### src/rtl/day4_alu.sv
// Single-cycle execute-stage ALU: eight unsigned ops sampled on valid_i, with the result
// and zero/carry flags registered one clock later.
module day4_alu #(
  parameter int WIDTH = 8
) (
  input  logic             clk_i,
  input  logic             rst_n_i,
  input  logic             valid_i,
  input  logic [WIDTH-1:0] a_i,
  input  logic [WIDTH-1:0] b_i,
  input  logic [2:0]       op_i,
  output logic [WIDTH-1:0] alu_o,
  output logic             valid_o,
  output logic             zero_o,
  output logic             carry_o
);

  localparam int SHW = $clog2(WIDTH);

  localparam logic [2:0] OP_ADD = 3'b000;
  localparam logic [2:0] OP_SUB = 3'b001;
  localparam logic [2:0] OP_SLL = 3'b010;
  localparam logic [2:0] OP_LSR = 3'b011;
  localparam logic [2:0] OP_AND = 3'b100;
  localparam logic [2:0] OP_OR  = 3'b101;
  localparam logic [2:0] OP_XOR = 3'b110;
  localparam logic [2:0] OP_EQL = 3'b111;

  logic [WIDTH:0]   sum_full;
  logic [WIDTH:0]   diff_full;
  logic             shift_oob;
  logic [WIDTH-1:0] sll_stage [SHW+1];
  logic [WIDTH-1:0] lsr_stage [SHW+1];

  logic [WIDTH-1:0] res;
  logic             res_carry;

  logic [WIDTH-1:0] alu_d,   alu_q;
  logic             valid_d, valid_q;
  logic             zero_d,  zero_q;
  logic             carry_d, carry_q;

  assign sum_full  = {1'b0, a_i} + {1'b0, b_i};
  // The 9th bit of the wrapped difference is set exactly when a < b (borrow).
  assign diff_full = {1'b0, a_i} - {1'b0, b_i};

  // Any amount bit at or above log2(WIDTH) shifts every bit out.
  assign shift_oob = |b_i[WIDTH-1:SHW];

  assign sll_stage[0] = a_i;
  assign lsr_stage[0] = a_i;

  generate
    for (genvar gi = 0; gi < SHW; gi++) begin : g_barrel
      assign sll_stage[gi+1] = b_i[gi] ? (sll_stage[gi] << (1 << gi)) : sll_stage[gi];
      assign lsr_stage[gi+1] = b_i[gi] ? (lsr_stage[gi] >> (1 << gi)) : lsr_stage[gi];
    end
  endgenerate

  always_comb begin
    res       = '0;
    res_carry = 1'b0;
    case (op_i)
      OP_ADD: begin
        res       = sum_full[WIDTH-1:0];
        res_carry = sum_full[WIDTH];
      end
      OP_SUB: begin
        res       = diff_full[WIDTH-1:0];
        res_carry = diff_full[WIDTH];
      end
      OP_SLL: res = shift_oob ? '0 : sll_stage[SHW];
      OP_LSR: res = shift_oob ? '0 : lsr_stage[SHW];
      OP_AND: res = a_i & b_i;
      OP_OR:  res = a_i | b_i;
      OP_XOR: res = a_i ^ b_i;
      OP_EQL: res = {{(WIDTH-1){1'b0}}, (a_i == b_i)};
      default: begin
        res       = '0;
        res_carry = 1'b0;
      end
    endcase
  end

  always_comb begin
    alu_d   = alu_q;
    zero_d  = zero_q;
    carry_d = carry_q;
    valid_d = valid_i;
    if (valid_i) begin
      alu_d   = res;
      zero_d  = (res == '0);
      carry_d = res_carry;
    end
  end

  always_ff @(posedge clk_i or negedge rst_n_i) begin
    if (!rst_n_i) begin
      alu_q   <= '0;
      valid_q <= 1'b0;
      zero_q  <= 1'b1;
      carry_q <= 1'b0;
    end else begin
      alu_q   <= alu_d;
      valid_q <= valid_d;
      zero_q  <= zero_d;
      carry_q <= carry_d;
    end
  end

  assign alu_o   = alu_q;
  assign valid_o = valid_q;
  assign zero_o  = zero_q;
  assign carry_o = carry_q;

endmodule

### config.mk
export PLATFORM = sky130hd
export DESIGN_NAME = day4_alu
export DESIGN_NICKNAME = d
export VERILOG_FILES = /design/src/rtl/day4_alu.sv
export SDC_FILE = /design/constraint.sdc
export NUM_CORES = 1
export LEC_CHECK = 0
export ABC_AREA = 1
export CAP_MARGIN = 0
export CELL_PAD_IN_SITES_DETAIL_PLACEMENT = 1
export CELL_PAD_IN_SITES_GLOBAL_PLACEMENT = 1
export CORE_MARGIN = 2
export CORE_UTILIZATION = 37
export DETAILED_ROUTE_END_ITERATION = 16
export GPL_TIMING_DRIVEN = 0
export PLACE_DENSITY_LB_ADDON = 0.1
export SLEW_MARGIN = 20
export SYNTH_ARGS = -nofsm -noshare
export SYNTH_HDL_FRONTEND = slang
export SYNTH_SLANG_ARGS = --single-unit
### constraint.sdc
create_clock -name clk_i -period 0.8 [get_ports clk_i]
set_clock_uncertainty 0.05 [all_clocks]
set_input_delay 0.16 -clock clk_i [delete_from_list [all_inputs] [get_ports clk_i]]
set_output_delay 0.16 -clock clk_i [all_outputs]
set_load 0.1 [all_outputs]
==> out/summary.txt <==
First-pass GRT wire length: 16.5 mm
Max-cap violations: 0
CP endpoint kind: flop
CTS Hold Bufs: 0
Post-Synth Adder-Cell Area: 0.167
Slowest cell on crit path: ha_4
Final wirelength: 14.0 mm
Core Area: 0.00551 mm^2
Synth Area in Simple Gates: 0.457
Pre-antenna DRT Iters: 5
Syn_area_per_cell: 5.66 um^2
Most frequent cell after synthesis: nand2_1
Final Critical Period: 1890 ps
Top-area cell type share of the netlist area: 0.216
Starting DRT DRC Count: 301
Critical path type: input pin to flop
Final-report max-slew violation count: 0
Ys Warns: 0
Cells after Synth: 372
Synth Area in XOR/XNOR: 0.00831
Final core utilization: 0.689
Multiplexer share of the synthesized area: 0
Placed Instance Area: 0.00269 mm^2
IO Pins: 33
CTS HTree Levels: 1
Initial Utilization: 0.383
Area grow syn2layout: 80.1%
Largest stage delay on the critical path: 310 ps
Crit-path max FO: 5
Setup crit start: b_i[3]
Clock transition at path regs: 70 ps
Failing checks: negative hold slack, negative setup slack
Worst EP arrival: 2020 ps
Post-route cell area: 0.00379 mm^2
GRT overflow: 0
Layout cell share with drive strength beyond 1: 0.500
Ranking of synthesized cells by area: nand2_1, ha_1, nand3_1
Status: finished with violations
Vias in the first global route: 3,158
Total die area: 0.00631 mm^2
Final WS setup: -1090 ps
Post-DR vias/cell: 6.40
DR WL/cell: 26.7 um
Cell Area, Synth: 0.00211 mm^2
Die width: 79.5 um
Initial antenna violation count: 0
Worst hold path type: input pin to asynchronous set/reset pin
Synth Area in Compound Gates: 0.122
Unrepaired setup endpoints after global routing: yes
Clock buffer depth: 2
Final setup fails: 21
Worst Tran Pin Value: 638 ps
Fin Hold WS: -129 ps
Via Count: 3,355
PortBufs: 31
Hold Vio Cnt, Final: 10
CTS tree: done
Post-route ant nets: 0
Worst r2r src: alu_o[4]
Area leader, netlist: nand2_1
Main combinational cell family by area after synthesis: simple AND/OR/NAND/NOR gates
Commonest cells post-synth: nand2_1, nand3_1, inv_1
VDD IR max: 1160 uV
Ys flop type: dfrtp_1
Post-route setup TNS: -12,430 ps
Total Routing Usage GR: 0.338
Synth cell types: 29
ANT cells: 0
FMAX: 0.530 GHz
Die Y: 79.5 um
Post-DP HPWL: 6.46 mm
PwrDens: 1230 mW/mm^2
Clock Latency Late Sink: 240 ps
Pleak: 1.77 nW
Largest net degree at the start of global routing: 12
Flops & latches, synth: 11
Critical path data required time: 930 ps
DRC viols: 0
Clk sinks: 11
Core Rows: 27
Asr flop ratio synth: 1.00
Clock Tree Root: clkbuf_8
Fin crit share: 2.36
Critical Path, Cell by Cell: clkdlybuf4s15_2 -> inv_2 -> ha_4 -> buf_8 -> buf_4 -> nand3_2 -> nand2_1 -> xor2_1 -> nand2_1 -> nand4_1 -> buf_4 -> o21a_1
Seq/Total Area, Yosys: 0.131
Syn Nets: 421
Number of synthesized flops with an enable pin: 0
Cts bufs inserted: 3
Startpoint class of the critical path: input pin
Tot Pwr: 4.67 mW
Nets: 502
Headroom to the max-slew limit: 0.574
Routability cong.: 0.865
[path summary, 6_finish.rpt]
kind | end | slack, ps | cells after the start
max | alu_o[4] | -1090 | 12
min | alu_o[5] | -130 | 1
max reg2reg | alu_o[4] | -290 | 3
min reg2reg | zero_o | 460 | 2
max in group asynchronous | alu_o[7] | 360 | 1
min in group clk_i | zero_o | 410 | 6
[area by class of cell]
cell class | count | area (um^2)
clock buffer | 4 | 45.0
sequential | 11 | 314
buffer | 10 | 113
timing repair buffer | 77 | 830
fill | 644 | 1710
tap | 72 | 90.1
inverter | 48 | 240
multi-input combinational | 302 | 2160
[power by group]
| group | internal [mW] | switching [mW] |
|---|---|---|
| clock network | 0.352 | 0.279 |
| logic | 1.23 | 2.05 |
| registers | 0.668 | 0.0943 |
| total | 2.25 | 2.42 |
[flip-flops by register name, summed over array words and instances (netlist names)]
register	cells
alu_o	8
carry_o	1
valid_o	1
zero_o	1
[timing repair]
action                                 4_1_cts  5_1_grt
endpoints found under the hold margin        0       10
gates cloned                                 1        0
resized for setup                          267       94
setup endpoints to repair                   21       31
buffers inserted                            26       19
pin swaps                                   50       48
[metrics by stage]
step / cells / hold WS, ps / setup WS (ps)
3_3_place_gp: 475 / 406 / -1820
2_1_floorplan: 372 / -186 / -797
6_report: 524 / -129 / -1090
5_1_grt: 524 / -101 / -1110
4_1_cts: 505 / 232 / -815
3_5_place_dp: 475 / 431 / -1890
[cells in the final DEF (no fill, tap or decap), drive strengths merged]
master         count
dfrtp             10
dlymetal6s2s       1
clkdlybuf4s15      3
xor2               2
o21ai             20
clkinvlp           1
dfstp              1
nand3             54
ha                25
a21oi             18
nand2            121
or2                2
inv               45
buf               79
nand3b             1
nor2              35
nand4              6
o211ai             2
o21a               2
dlygate4sd2        1
a31oi              3
clkbuf             6
fa                 2
clkdlybuf4s50      1
nor3b              1
nor3               5
clkinv             2
o22ai              3
[logic make-up (layout without fill, tap and decap cells)]
kind of cell,count (synthesis),after routing
AOI/OAI and AO/OA,48,48
xor gates and xnor gates,2,2
adders and majority gates,27,27
buffers and inverters,59,139
DFF,11,11
and+or+nand+nor,225,225
[worst max-delay path: cells and delay by family]
| kind | cells | cell delay, ps |
|---|---|---|
| adders and majority gates | 1 | 310 |
| buffers and inverters | 5 | 680 |
| AOI/OAI and AO/OA | 1 | 120 |
| and+or+nand+nor | 4 | 460 |
| xor gates and xnor gates | 1 | 280 |
[routing by layer]
layer	vias to the layer above	global-route usage	wire length, um
li1	1369	-	-
met2	271	0.600	6650
met1	1631	0.393	5220
met3	84	0.0543	1150
met5	-	0	0
met4	0	0.159	956
No activity file was read; power rests on OpenSTA's default activity.
